<file path="src/rtl/move_queue_pkg.sv">
// Shared constants, assembler state encoding and the queued move record layout
// for move_queue.
package move_queue_pkg;

  localparam int MOVE_DUR_W = 64;
  localparam int MOVE_INC_W = 64;

  localparam logic [7:0] CMD_COORDINATED_STEP = 8'h01;
  localparam logic [7:0] CMD_MOTOR_ENABLE     = 8'h0A;

  typedef enum logic [1:0] {
    IDLE,
    GET_DUR,
    GET_INC,
    GET_II
  } asm_state_t;

  typedef struct packed {
    logic                  dir;
    logic [MOVE_DUR_W-1:0] duration;
    logic [MOVE_INC_W-1:0] increment;
    logic [MOVE_INC_W-1:0] incinc;
  } move_rec_t;

endpackage

</file>
<file path="src/rtl/moveq_ram.sv">
// Move record storage: one synchronous write port and one asynchronous read
// port, so the queue head is visible in the same cycle it is addressed.
module moveq_ram
  import move_queue_pkg::*;
#(
  parameter int ADDR_W = 2
) (
  input  logic              CLK,
  input  logic              we,
  input  logic [ADDR_W-1:0] waddr,
  input  move_rec_t         wdata,
  input  logic [ADDR_W-1:0] raddr,
  output move_rec_t         rdata
);

  localparam int DEPTH = 1 << ADDR_W;

  move_rec_t mem [DEPTH];

  always_ff @(posedge CLK) begin
    if (we) mem[waddr] <= wdata;
  end

  assign rdata = mem[raddr];

endmodule

</file>
<file path="src/rtl/move_queue.sv">
// Move-segment FIFO: assembles 4-word coordinated-move messages into records,
// queues them and presents the oldest one over valid/ready.
// Optional MOVEQ_FLUSH_EN adds a flush input that empties the queue.
module move_queue
  import move_queue_pkg::*;
#(
  parameter int MOVE_BUFFER_BITS = 2
) (
  input  logic                      CLK,
  input  logic                      resetn,
  input  logic                      word_valid,
  input  logic [63:0]               word_data,
  output logic                      move_valid,
  input  logic                      move_ready,
  output logic                      move_dir,
  output logic [MOVE_DUR_W-1:0]     move_duration,
  output logic [MOVE_INC_W-1:0]     move_increment,
  output logic [MOVE_INC_W-1:0]     move_incinc,
  output logic [MOVE_BUFFER_BITS:0] level,
  output logic                      overflow,
  output logic                      zero_dur,
  input  logic                      clear_status
`ifdef MOVEQ_FLUSH_EN
  ,
  input  logic                      flush
`endif
);

  localparam int DEPTH = 1 << MOVE_BUFFER_BITS;
  localparam logic [MOVE_BUFFER_BITS:0] FULL_LEVEL = (MOVE_BUFFER_BITS+1)'(DEPTH);

  asm_state_t state, state_next;

  logic                        dir_q;
  logic [MOVE_DUR_W-1:0]       dur_q;
  logic [MOVE_INC_W-1:0]       inc_q;
  logic [MOVE_BUFFER_BITS-1:0] wr_ptr, rd_ptr;
  logic [MOVE_BUFFER_BITS:0]   level_q;
  logic                        overflow_q, zero_dur_q;

  logic latch_dir, latch_dur, latch_inc, commit;
  logic full, empty, do_pop, do_write, commit_zero, commit_full;
  logic flush_i;
  move_rec_t wr_rec, head;

`ifdef MOVEQ_FLUSH_EN
  assign flush_i = flush;
`else
  assign flush_i = 1'b0;
`endif

  always_comb begin
    state_next = state;
    latch_dir  = 1'b0;
    latch_dur  = 1'b0;
    latch_inc  = 1'b0;
    commit     = 1'b0;
    if (flush_i) begin
      state_next = IDLE;
    end else if (word_valid) begin
      case (state)
        IDLE: begin
          if (word_data[63:56] == CMD_COORDINATED_STEP) begin
            latch_dir  = 1'b1;
            state_next = GET_DUR;
          end
        end
        GET_DUR: begin
          latch_dur  = 1'b1;
          state_next = GET_INC;
        end
        GET_INC: begin
          latch_inc  = 1'b1;
          state_next = GET_II;
        end
        GET_II: begin
          commit     = 1'b1;
          state_next = IDLE;
        end
        default: state_next = IDLE;
      endcase
    end
  end

  assign full  = (level_q == FULL_LEVEL);
  assign empty = (level_q == '0);

  // Zero duration is judged before fullness; a same-cycle pop frees a full slot.
  assign do_pop      = !flush_i && !empty && move_ready;
  assign commit_zero = commit && (dur_q == '0);
  assign do_write    = commit && !commit_zero && (!full || do_pop);
  assign commit_full = commit && !commit_zero && full && !do_pop;

  assign wr_rec = '{dir: dir_q, duration: dur_q, increment: inc_q, incinc: word_data};

  always_ff @(posedge CLK) begin
    if (!resetn) begin
      state      <= IDLE;
      dir_q      <= 1'b0;
      dur_q      <= '0;
      inc_q      <= '0;
      wr_ptr     <= '0;
      rd_ptr     <= '0;
      level_q    <= '0;
      overflow_q <= 1'b0;
      zero_dur_q <= 1'b0;
    end else begin
      state <= state_next;
      if (latch_dir) dir_q <= word_data[0];
      if (latch_dur) dur_q <= word_data;
      if (latch_inc) inc_q <= word_data;

      if (flush_i) begin
        rd_ptr  <= wr_ptr;
        level_q <= '0;
      end else begin
        if (do_write) wr_ptr <= wr_ptr + 1'b1;
        if (do_pop)   rd_ptr <= rd_ptr + 1'b1;
        case ({do_write, do_pop})
          2'b10:   level_q <= level_q + 1'b1;
          2'b01:   level_q <= level_q - 1'b1;
          default: level_q <= level_q;
        endcase
      end

      overflow_q <= (overflow_q && !clear_status) || commit_full;
      zero_dur_q <= (zero_dur_q && !clear_status) || commit_zero;
    end
  end

  moveq_ram #(
    .ADDR_W(MOVE_BUFFER_BITS)
  ) u_ram (
    .CLK   (CLK),
    .we    (do_write),
    .waddr (wr_ptr),
    .wdata (wr_rec),
    .raddr (rd_ptr),
    .rdata (head)
  );

  // Fields are forced to zero while empty so stale storage never leaks out.
  assign move_valid     = !empty;
  assign move_dir       = move_valid & head.dir;
  assign move_duration  = move_valid ? head.duration  : '0;
  assign move_increment = move_valid ? head.increment : '0;
  assign move_incinc    = move_valid ? head.incinc    : '0;
  assign level          = level_q;
  assign overflow       = overflow_q;
  assign zero_dur       = zero_dur_q;

endmodule

</file>
<file path="config.mk">
export PLATFORM = sky130hd
export DESIGN_NAME = move_queue
export DESIGN_NICKNAME = d
export VERILOG_FILES = /design/src/rtl/move_queue_pkg.sv /design/src/rtl/moveq_ram.sv /design/src/rtl/move_queue.sv
export SDC_FILE = /design/constraint.sdc
export NUM_CORES = 1
export LEC_CHECK = 0
export ABC_AREA = 1
export CELL_PAD_IN_SITES_DETAIL_PLACEMENT = 0
export CELL_PAD_IN_SITES_GLOBAL_PLACEMENT = 1
export CORE_MARGIN = 5
export CORE_UTILIZATION = 40
export DETAILED_ROUTE_END_ITERATION = 8
export PLACE_DENSITY_LB_ADDON = 0.08
export SYNTH_ARGS = -nofsm -noshare
export SYNTH_HDL_FRONTEND = slang
export SYNTH_HIERARCHICAL = 1
export SYNTH_SLANG_ARGS = --single-unit
</file>
<file path="constraint.sdc">
create_clock -name CLK -period 21.3 [get_ports CLK]
set_clock_uncertainty 0.2 [all_clocks]
set_input_delay 5.325 -clock CLK [delete_from_list [all_inputs] [get_ports CLK]]
set_output_delay 5.325 -clock CLK [all_outputs]
set_load 0.03 [all_outputs]
</file>
==> reports/metrics.yaml <==
finish:
  mostFrequentLayoutCells: "nand2_1 (1000), inv_1 (990), edfxtp_1 (772)"
  nFillCells: 9395
  areaGrowthSynthToFinish_pct: 16.8
  drive_gt1_share_pct: 4.41
  stdcell_area_sq_mm: 0.0459
  final_common_cell: "nand2_1"
  final_nets: 4418
timing:
  fin_crit_sh_pct: 49.5
  tightest_slew_ns: 1.19
  period_needed_ns: 10.55
  fin_ws_ns: 10.75
  relSlewSlack_pct: 20.4
  final_hold_viol_count: 0
  rsz0062_at_grt: "false"
  setup-violations-final: 0
  final.setup.tns_ns: 0
  max_freq_mhz: 94.8
  drv_slew: 0
synthesis:
  synth_nets: 4213
  synth_area_per_cell_sq_um: 9.49
  synthDistinctLibCells: 28
  postSynthCellCount: 4139
  ys_ff_latch: 912
  ys_warn_count: 6
  netlist_area_sq_mm: 0.0393
  seq_area_frac_synth_pct: 66.2
min_path:
  worstHoldStart: "inc_q[63]$_SDFFE_PN0P_"
  min_path_cells: 0
  min_to: "u_ram/mem[2][127]$_DFFE_PP_"
  min_path_type: "flop to flop"
flow_run:
  drv_cap: 0
detailed_routing:
  ant_nets: 0
  first_pass_iters: 5
  drt-initial-drc-count: 1586
  num_vias: 25995
  wirelength_um: 101000
  routedWlPerCell_um: 17.6
  via_per_inst: 4.55
  drc: 0
global_route:
  grt_pass1_vias: 25247
  grt_max_degree: 195
  grt_first_pass_wirelength_um: 154000
  grt_overflow: 0
  antenna_found_initial: 0
  grtUsageTotal_pct: 19.1
critical_path:
  cp_cell_sequence: "clkinv_8, buf_12, nand2_1, nand3_1, nand2_1, inv_1, nor2_1, clkdlybuf4s50_1"
  r2r_setup_slack_ns: 17.41
  cp_max_fo: 194
  crit_start: "rd_ptr[0]$_SDFFE_PN0P_"
  rr_worst_depth: 12
  crit_top_cell: "nand2_1"
  reg2reg_to: "u_ram/mem[2][118]$_DFFE_PP_"
  crit_slowest_cell: "dfxtp_4"
  cp-start-kind: "flop"
  r2r_start: "dur_q[26]$_SDFFE_PN0P_"
  path_class: "flop to output port"
  critPathMaxStageDelay_ns: 0.91
  worstPathArrival_ns: 5.02
  crit_path_end_kind: "output port"
  crit_required_ns: 15.78
clock_network:
  cts-root-buf: "clkbuf_16"
  clock-sinks: 912
  post_cts.repair.setup_buffers: 0
  h-tree-depth: 3
  clock_latency_ns: 0.64
  clock_path_buffers: 3
  cts_buffers: 96
  hold_buffers: 0
  cts_tree: "done"
  clk_pin_slew_ns: 0.06
  ctsResizeCount: 0
floorplanning:
  die_w_um: 323
  start_util_pct: 40.1
  fp.coreArea_sq_mm: 0.0978
  dieArea_sq_mm: 0.105
  io_pins: 268
  rows: 115
  die_y_um: 323
placement:
  finalWeightedCongestion: 0.730
  hpwl_um: 53500
  dp_slack_ns: 11.50
  port_buffers: 267
  place_area_sq_mm: 0.0428
outcome:
  status: "complete, no violations"
pwr:
  ir_worst_vdd_mv: 0.0963
  p_comb_share_pct: 33.2
  netSwitchingPower_mw: 1.93
  seqPwrFrac_pct: 36.8
  p_leak_nw: 20.2
  power.internal_mw: 3.47
  p_sw_share_pct: 35.8
  p_clk_share_pct: 30.0
  power_density_mw_per_mm2: 118
[routing by layer]
layer  routed length, um  share of wire (%)  vias up  global-route usage [%]
li1                    -                  -    13118                       -
met1               46700                 46    12313                    26.6
met2               47400                 47      434                    31.8
met3                4530                4.5      130                    2.78
met4                1940                1.9        0                    4.47
met5                   0                  0        -                       0
[how the worst max path moves through the flow]
| stage | endpoint | slack, ns | cells after the start |
|---|---|---|---|
| 6_report | move_duration[23] | 10.75 | 8 |
| 4_1_cts | move_increment[13] | 10.80 | 8 |
| 2_1_floorplan | u_ram/mem[1][0]$_DFFE_PP_ | 1.33 | 6 |
| 3_3_place_gp | move_increment[13] | 11.50 | 8 |
| 3_5_place_dp | move_increment[13] | 11.50 | 8 |
| 5_1_grt | move_increment[31] | 10.52 | 8 |
[synth_stat cells, drive strengths merged]
cell type	number	area, sq um
clkbuf	51	191
nor4	1	6.26
nor2	467	1780
fa	1	20.0
dfxtp	140	2800
nand4	1	6.26
ha	4	50.1
nand2	1007	3810
nand3b	1	7.51
clkinv	1	8.76
nor3	4	20.0
edfxtp	772	23200
o21ai	134	671
a211oi	1	7.51
nand3	392	1970
buf	139	856
inv	997	3740
a21oi	26	130
[sequential cells by signal, summed over array words and instances (netlist names)]
signal     flops
zero_dur       1
dir_q          1
state          2
inc_q         64
level          3
wr_ptr         2
rd_ptr         2
overflow       1
u_ram/mem    772
dur_q         64
[final cells by class]
cell class,count,area (sq um),share of cell area [%]
Sequential cell,912,26000,56.7
Multi-Input combinational cell,2039,8500,18.5
Inverter,998,3780,8.24
Timing Repair Buffer,297,2930,6.39
Clock buffer,147,2800,6.10
Tap cell,1287,1610,3.51
Clock inverter,29,262,0.570
Antenna cell,1,2.50,0.00545
[cells by family (layout without fill, tap and decap cells)]
family                     after synthesis  count (layout)  share of synthesized area [%]
AOI/OAI and AO/OA                      161             161                           2.06
adders and majority gates                5               5                          0.178
buffers and inverters                 1188            1471                           12.2
DFF                                    912             912                           66.2
other                                    0               1                              0
and+or+nand+nor                       1873            1873                           19.3
[per-stage QoR]
stage / utilization [%] / hold WS, ns / power [mW] / instances
3_3_place_gp: 43.8 / 0.277 / 3.87 / 5533
2_1_floorplan: - / 0.236 / 3.17 / 4139
5_1_grt: 46.9 / 0.309 / 5.70 / 5709
4_1_cts: 46.9 / 0.294 / 5.50 / 5709
6_report: 46.9 / 0.293 / 5.41 / 5710
3_5_place_dp: 43.8 / 0.282 / 3.86 / 5533
[power by group through the flow]
stage	Combinational (mW)	Clock [mW]	Sequential, mW
after detailed placement	1.84	0	2.03
after global placement	1.84	0	2.03
final	1.80	1.62	1.99
after CTS	1.84	1.67	1.99
after floorplan	1.16	0	2.01
after global routing	1.97	1.74	1.99
[critical path: cells and delay by family, from the launching register on]
| kind | cells | cell delay, ns |
|---|---|---|
| buffers and inverters | 4 | 2.14 |
| flip-flops | 1 | 0.91 |
| AND/OR/NAND/NOR | 4 | 0.73 |
Note: power is estimated with default switching activity, not from simulation.
